===== config.mk =====
export PLATFORM = sky130hd
export DESIGN_NAME = programmable_delay_line
export DESIGN_NICKNAME = d
export VERILOG_FILES = /design/src/rtl/programmable_delay_line_pkg.sv /design/src/rtl/programmable_delay_line_mem.sv /design/src/rtl/programmable_delay_line.sv
export SDC_FILE = /design/constraint.sdc
export NUM_CORES = 1
export LEC_CHECK = 0
export CAP_MARGIN = 20
export CORE_MARGIN = 1.5
export CORE_UTILIZATION = 59
export CTS_CLUSTER_DIAMETER = 60
export DETAILED_ROUTE_END_ITERATION = 12
export HOLD_SLACK_MARGIN = 0.08
export PLACE_DENSITY = 0.78
export SLEW_MARGIN = 20
export SYNTH_ARGS = -nofsm -noshare
export SYNTH_HDL_FRONTEND = slang
export SYNTH_SLANG_ARGS = --single-unit

===== constraint.sdc =====
create_clock -name clk -period 9 [get_ports clk]
set_input_delay 1.8 -clock clk [delete_from_list [all_inputs] [get_ports clk]]
set_output_delay 1.8 -clock clk [all_outputs]
set_load 0.02 [all_outputs]

===== src/rtl/programmable_delay_line_pkg.sv =====
// Shared helpers for programmable_delay_line: delay clamping and pointer/select width computation.
package programmable_delay_line_pkg;

  function automatic int unsigned ptr_width(input int unsigned depth);
    return (depth > 1) ? $clog2(depth) : 1;
  endfunction

  function automatic int unsigned sel_width(input int unsigned max_delay);
    return $clog2(max_delay + 1);
  endfunction

  function automatic int unsigned clamp_delay(input int unsigned sel, input int unsigned max_delay);
    if (sel == 0) return 1;
    if (sel > max_delay) return max_delay;
    return sel;
  endfunction

endpackage


===== src/rtl/programmable_delay_line_mem.sv =====
// delay_line_mem: DEPTH x (WIDTH+1) simple dual-port store, combinational read (old data during write).
module delay_line_mem
  import programmable_delay_line_pkg::*;
#(
  parameter int unsigned WIDTH = 32,
  parameter int unsigned DEPTH = 32,
  localparam int unsigned AW = ptr_width(DEPTH)
) (
  input  logic          clk,
  input  logic          clr,
  input  logic          we,
  input  logic [AW-1:0] waddr,
  input  logic [WIDTH:0] wdata,
  input  logic [AW-1:0] raddr,
  output logic [WIDTH:0] rdata
);

  logic [WIDTH-1:0] data_q [DEPTH];
  logic [DEPTH-1:0] valid_q;

  // Payload is deliberately never reset; only the per-entry valid bit is cleared.
  always_ff @(posedge clk) begin
    if (we) data_q[waddr] <= wdata[WIDTH-1:0];
  end

  always_ff @(posedge clk) begin
    if (clr) valid_q <= '0;
    else if (we) valid_q[waddr] <= wdata[WIDTH];
  end

  assign rdata = {valid_q[raddr], data_q[raddr]};

endmodule


===== src/rtl/programmable_delay_line.sv =====
// Programmable delay line over a circular buffer. Define PROGRAMMABLE_DELAY_LINE_OUTREG_EN
// to add a clkEn-gated output register (latency D+1 advances).
module programmable_delay_line
  import programmable_delay_line_pkg::*;
#(
  parameter int unsigned     WIDTH       = 32,
  parameter int unsigned     MAX_DELAY   = 32,
  parameter logic [WIDTH-1:0] RESET_VALUE = '0
) (
  input  logic                            clk,
  input  logic                            rst,
  input  logic                            clkEn,
  input  logic [sel_width(MAX_DELAY)-1:0] delaySel,
  input  logic                            delayLoad,
  input  logic                            validIn,
  input  logic [WIDTH-1:0]                din,
  output logic                            validOut,
  output logic [WIDTH-1:0]                dout,
  output logic                            filling
);

  localparam int unsigned DW = sel_width(MAX_DELAY);
  localparam int unsigned PW = ptr_width(MAX_DELAY);
  localparam int unsigned CW = DW + 1;
`ifdef PROGRAMMABLE_DELAY_LINE_OUTREG_EN
  localparam int unsigned EXTRA = 1;
`else
  localparam int unsigned EXTRA = 0;
`endif

  logic          advance;
  logic [DW-1:0] delay_q;
  logic [PW-1:0] wr_ptr;
  logic [PW-1:0] rd_idx;
  logic [PW:0]   rd_sum;
  logic [CW-1:0] fill_cnt;
  logic [CW-1:0] fill_target;
  logic [WIDTH:0] rd_word;

  assign advance     = clkEn && !delayLoad;
  assign fill_target = CW'(delay_q) + CW'(EXTRA);
  assign filling     = fill_cnt < fill_target;

  // Offset by MAX_DELAY before subtracting so the modulo never goes negative.
  always_comb begin
    rd_sum = {1'b0, wr_ptr} + (PW + 1)'(MAX_DELAY) - (PW + 1)'(delay_q);
    rd_idx = (rd_sum >= (PW + 1)'(MAX_DELAY)) ? PW'(rd_sum - (PW + 1)'(MAX_DELAY)) : PW'(rd_sum);
  end

  always_ff @(posedge clk) begin
    if (rst) begin
      delay_q  <= DW'(MAX_DELAY);
      wr_ptr   <= '0;
      fill_cnt <= '0;
    end else if (delayLoad) begin
      delay_q  <= DW'(clamp_delay(32'(delaySel), MAX_DELAY));
      fill_cnt <= '0;
    end else if (clkEn) begin
      wr_ptr <= (wr_ptr == PW'(MAX_DELAY - 1)) ? '0 : wr_ptr + PW'(1);
      if (fill_cnt < fill_target) fill_cnt <= fill_cnt + CW'(1);
    end
  end

  delay_line_mem #(
    .WIDTH (WIDTH),
    .DEPTH (MAX_DELAY)
  ) u_mem (
    .clk   (clk),
    .clr   (rst || delayLoad),
    .we    (advance && !rst),
    .waddr (wr_ptr),
    .wdata ({validIn, din}),
    .raddr (rd_idx),
    .rdata (rd_word)
  );

`ifdef PROGRAMMABLE_DELAY_LINE_OUTREG_EN
  logic             out_valid_q;
  logic [WIDTH-1:0] out_data_q;

  always_ff @(posedge clk) begin
    if (rst || delayLoad) begin
      out_valid_q <= 1'b0;
    end else if (clkEn) begin
      out_valid_q <= rd_word[WIDTH];
      out_data_q  <= rd_word[WIDTH-1:0];
    end
  end

  assign validOut = out_valid_q;
  assign dout     = out_valid_q ? out_data_q : RESET_VALUE;
`else
  assign validOut = rd_word[WIDTH];
  assign dout     = rd_word[WIDTH] ? rd_word[WIDTH-1:0] : RESET_VALUE;
`endif

endmodule


Yosys cells after proc, flatten, opt, wreduce, memory -nomap -nowiden
Memories as Yosys holds them, arrays and structs flattened.
Index checks and enable logic that the tools add are counted.
{"block": "classes", "eq_ne": 1, "n_bitwise": 1, "magnitude_cmp": 6, "muxes": 21, "n_reduce_logical": 10, "addsub": 5}
{"op": "$bwmux 32", "n": 1}
{"op": "$mux 32", "n": 1}
{"op": "$mux 6", "n": 3}
{"op": "$lt 5x6->1 const B", "n": 2}
{"op": "$mux 1", "n": 12}
{"op": "$mux 5", "n": 2}
{"op": "$add 7x1->7 const B", "n": 1}
{"op": "$lt 7x6->1", "n": 1}
{"op": "$add 5x6->6 const B", "n": 1}
{"op": "$ge 6x6->1 const B", "n": 1}
{"op": "$gt 6x6->1 const B", "n": 1}
{"op": "$logic_not 6->1", "n": 1}
{"op": "$sub 6x6->6", "n": 1}
{"op": "$add 5x1->5 const B", "n": 1}
{"op": "$bmux 1 s5", "n": 1}
{"op": "$demux 1 s5", "n": 1}
{"op": "$eq 5x5->1 const B", "n": 1}
{"op": "$ge 5x1->1 const B", "n": 1}
{"op": "$sub 5x1->5 const B", "n": 1}
{"op": "$reduce_and 2->1", "n": 2}
{"op": "$logic_and 1x1->1", "n": 3}
{"op": "$logic_not 1->1", "n": 2}
{"op": "$reduce_or 2->1", "n": 1}
{"op": "$logic_or 1x1->1", "n": 1}
{"op": "$not 1->1", "n": 1}
{"block": "word_totals", "mem_bits_rw": 1024, "reg_bits": 50, "memories": 1}
{"name": "u_mem.data_q", "words": 32, "width": 32, "rd": 1, "rd_clocked_by_memory_dff": 0, "wr": 1, "line_no": "programmable_delay_line_mem.sv:18", "source": "logic [WIDTH-1:0] data_q [DEPTH];"}

Logic depth before layout (Yosys ltp)
{"block": "logic_depth", "ltp_word": 9, "depth_mapped": 11}

Hierarchy
A second synthesis with hierarchy kept.
{"block": "hier_totals", "cells_unflattened": 2572, "hier_area_um2": 42620.9}
{"mod": "delay_line_mem", "cells_each": 2408, "seq_area_each_um2": 31390.1, "n_inst": 1, "area_each_um2": 41315.9}
{"mod": "programmable_delay_line", "cells_each": 164, "seq_area_each_um2": 360.3, "n_inst": 1, "area_each_um2": 1305.0}

Worst setup path after synthesis
No wires, ideal clock.
{"block": "synth_timing", "kind": "register -> output", "start": "register wr_ptr[0]", "end": "output dout[25]", "path_buffers": 3, "arrival_ps": 3090, "required_ps": 7200, "setup_slack_ps": 4110, "stages_incl_launch_ff": 11, "path_cell_list": "dfxtp_1 inv_1 ha_1 fa_1 buf_2 clkbuf_1 clkbuf_1 mux4_2 nand2_1 a32o_1 nor3_1"}
{"block": "synth_via", "elab_chain_cells": 7}
{"element": "start: declaration", "line_no": "programmable_delay_line.sv:33", "source": "logic [PW-1:0] wr_ptr;"}
{"element": "start signal: assignment", "line_no": "programmable_delay_line.sv:59", "source": "wr_ptr <= (wr_ptr == PW'(MAX_DELAY - 1)) ? '0 : wr_ptr + PW'(1);"}
{"element": "$add 5x6->6 *", "line_no": "programmable_delay_line.sv:46", "source": "rd_sum = {1'b0, wr_ptr} + (PW + 1)'(MAX_DELAY) - (PW + 1)'(delay_q);"}
{"element": "$sub 6x6->6 *", "line_no": "programmable_delay_line.sv:46"}
{"element": "$sub 5x1->5 or $ge 6x6->1 (tied branches)", "line_no": "programmable_delay_line.sv:47", "source": "rd_idx = (rd_sum >= (PW + 1)'(MAX_DELAY)) ? PW'(rd_sum - (PW + 1)'(MAX_DELAY)) : PW'(rd_sum);"}
{"element": "$mux 5 *", "line_no": "programmable_delay_line.sv:47"}
{"element": "$bmux 1 s5", "line_no": "programmable_delay_line_mem.sv:31", "source": "assign rdata = {valid_q[raddr], data_q[raddr]};"}
{"element": "$mux 1 (implied by the code)", "line_no": "programmable_delay_line_mem.sv:31"}
{"element": "$mux 32 *", "line_no": "programmable_delay_line.sv:94", "source": "assign dout = rd_word[WIDTH] ? rd_word[WIDTH-1:0] : RESET_VALUE;"}
{"element": "end: declaration", "line_no": "programmable_delay_line.sv:18", "source": "output logic [WIDTH-1:0] dout,"}
Every way passes the cells marked *; elsewhere a longest branch is shown, timed or not. The select of a mux whose other input is x is not followed.

Worst setup path after layout
{"block": "layout_timing", "start": "register wr_ptr[0]", "end": "output dout[22]"}
Same word-level chain as after synthesis.

==> reports/qor.yml <==
power:
  leakage_uw: 0.01530
  vdd_drop_max_uv: 155.0
  powerDensity_nw_per_um2: 223.2
  power.total_uw: 10500
global_route:
  grt_remaining_overflow: 0
  grt_pass1_wl_um: 151600
  gr-usage-all-layers: 0.2984
  grt_pass1_vias: 22410
  grt_max_degree: 117
  antenna_found_initial: 7
sta:
  finalSetupViolations: 0
  max_freq_mhz: 141.2
  min_period_ns: 7.082
  fin_skew_ns: 0.01945
  slew_viol_final: 0
  worst_pin_slew_ns: 1.110
  fin_crit_sh: 0.7869
  rsz0062_at_grt: "false"
  relSlewSlack: 0.2581
  fin_setup_tns_ns: 0
  hold_viol: 0
critical_path:
  cp-end-kind: "primary output"
  cp_common_cell: "mux2i_1"
  worstSetupPathType: "reg2out"
  cp_cell_sequence: "inv_1, ha_4, fa_4, xnor2_2, mux4_2, mux2i_1, mux2i_1, mux2i_4, buf_4, nor3_1, clkdlybuf4s50_1"
  regToRegSetupSlack_ns: 5.84
  critPathLaunchType: "flip-flop"
  cp_top_family: "multiplexers"
  crit_slowest_cell: "mux2i_4"
  critPathMaxStageDelay_ns: 0.85
  cp_max_fo: 13
  arrival_ns: 5.28
  cp.buffers_inverters: 3
  cp.required_ns: 7.20
cts:
  holdBufCountCts: 0
  cts_buffers: 100
  htreeDepth: 3
  clk_pin_slew_ns: 0.06
  clk_latency_ns: 0.66
  cts_buffer_depth: 3
  clock-sinks: 1074
  cts_setup_buffers: 0
  cts.repair.resized: 0
  cts_tree: "yes"
  clock-root-buffer: "clkbuf_16"
status:
  outcome: "complete, no violations"
placed_design:
  port_buffers: 76
  finalWeightedCongestion: 0.7961
  numPlacedInstances: 3053
  dp_hpwl_um: 50330
detailed_routing:
  drt-initial-drc-count: 3351
  routed_via_density: 6.867
  vias: 22240
  totalWireLength_um: 105300
  drt_pass1_iterations: 6
  detail_route.wl_per_cell_um: 32.52
  drc: 0
  ant_nets: 0
yosys:
  dominantRegCellSynth: "edfxtp_1"
  synth_cell_type_count: 44
  avgSynthCellArea_um2: 19.77
  syn_area_um2: 41600
  async_flop_share: 0
  synthTopCellsByCount: "edfxtp_1 (1024), nand2_1 (304), mux4_2 (264), clkbuf_1 (64)"
  synth_edf_count: 1024
  ys_top_cells_by_area: "edfxtp_1 (74%), mux4_2 (14%), nand2_1 (2.7%)"
  ys_seq_area_frac: 0.7632
  synth_nets: 2163
  synth_most_common_cell: "edfxtp_1"
  yosys.area.top_type: "edfxtp_1"
  postSynthCellCount: 2104
  ys_ff_latch: 1074
  synth_top_area_share: 0.7391
  yosys_warnings: 0
layout:
  layout-drive-gt1-share: 0.2246
  nets: 2275
  final_cell_count_no_fill: 3238
  area_delta_synth_final_pct: 13.11
die:
  dieHeight_um: 268.5
  coreArea_um2: 69910
  die_area_um2: 72120
  chipWidth_um: 268.5
  io_pins: 77
  start_util: 0.5951
  rows: 97
worst_hold_path:
  hp-class: "reg2reg"
run:
  drv_cap: 0
tightest hold or removal path, stage by stage, from the launching register on:
cell and delay [ns]:
dfxtp_1 0.32, nand2_1 0.06, o31ai_1 0.06
layout make-up:
class | instances | area (um2)
repair buffers | 128 | 1191
inverters | 9 | 33.78
diodes | 1 | 2.502
fillers | 4234 | 22850
flip-flops and latches | 1074 | 31750
multi-input cells | 903 | 9657
clock buffers | 126 | 2714
clock inverters | 57 | 531.8
well taps | 940 | 1176
final timing paths:
path,from,endpoint,cells past startpoint
hold / removal,fill_cnt[6],fill_cnt[6],2
hold reg to reg,fill_cnt[6],fill_cnt[6],2
setup / recovery,wr_ptr[0],dout[22],11
setup reg to reg,wr_ptr[0],u_mem.valid_q[30],7
power by group:
| group | switching (uW) | internal, uW | leakage, uW |
|---|---|---|---|
| Combinational | 494 | 331 | 0.00409 |
| Sequential | 3.68 | 5480 | 0.00961 |
| Clock | 1800 | 2390 | 0.00161 |
flip-flops by register name, indices dropped and copies added (netlist names):
name           count
fill_cnt           7
delay_q            6
wr_ptr             5
u_mem.data_q    1024
u_mem.valid_q     32
cells in the final DEF, fill, tap and decap left out, drive strengths merged, types with 2 or more instances in the layout:
cell,Yosys,final
nor2,50,50
nand3,2,2
clkdlybuf4s50,0,70
a21oi,43,43
xnor2,2,2
nor3,34,34
a32o,32,32
clkinvlp,0,2
or3,4,4
dfxtp,50,50
clkinv,0,43
o22ai,34,34
edfxtp,1024,1024
buf,54,58
nand3b,3,3
nand2,304,304
o21ai,40,40
nand4,3,3
bufinv,0,9
a21o,2,2
nand2b,4,4
nor2b,3,3
ha,15,15
inv,9,12
xor2,5,5
mux4,264,264
clkbuf,64,126
mux2i,41,41
a2bb2oi,2,2
and3,2,2
metal layers:
metal / GRT usage / share of wire / vias up
met5: 0 / 0.00074 / -
met4: 0.1073 / 0.035 / 12
met3: 0.06950 / 0.12 / 252
met2: 0.4664 / 0.48 / 1767
met1: 0.4192 / 0.36 / 11450
li1: - / - / 8755
cell families (layout without fill, tap and decap cells):
| group | Yosys count | in the layout | synth area share |
|---|---|---|---|
| compound gates | 158 | 158 | 0.02451 |
| xor+xnor | 7 | 7 | 0.001474 |
| fa+ha+maj | 16 | 16 | 0.004992 |
| buf+inv | 127 | 320 | 0.01230 |
| flops | 1074 | 1074 | 0.7632 |
| mux | 305 | 305 | 0.1529 |
| other cells | 0 | 1 | 0 |
| simple gates | 417 | 417 | 0.04069 |
per-stage QoR:
stage	util	cell area (um2)	hold WS (ns)	worst slack (ns)
2_1_floorplan	-	41600	0.4391	4.110
3_3_place_gp	0.6267	43810	0.4610	2.682
3_5_place_dp	0.6267	43810	0.4718	2.665
4_1_cts	0.6731	47060	0.4819	1.981
5_1_grt	0.6731	47050	0.5086	1.756
6_report	0.6731	47060	0.4870	1.918
Power figures use the tool's default switching activity.
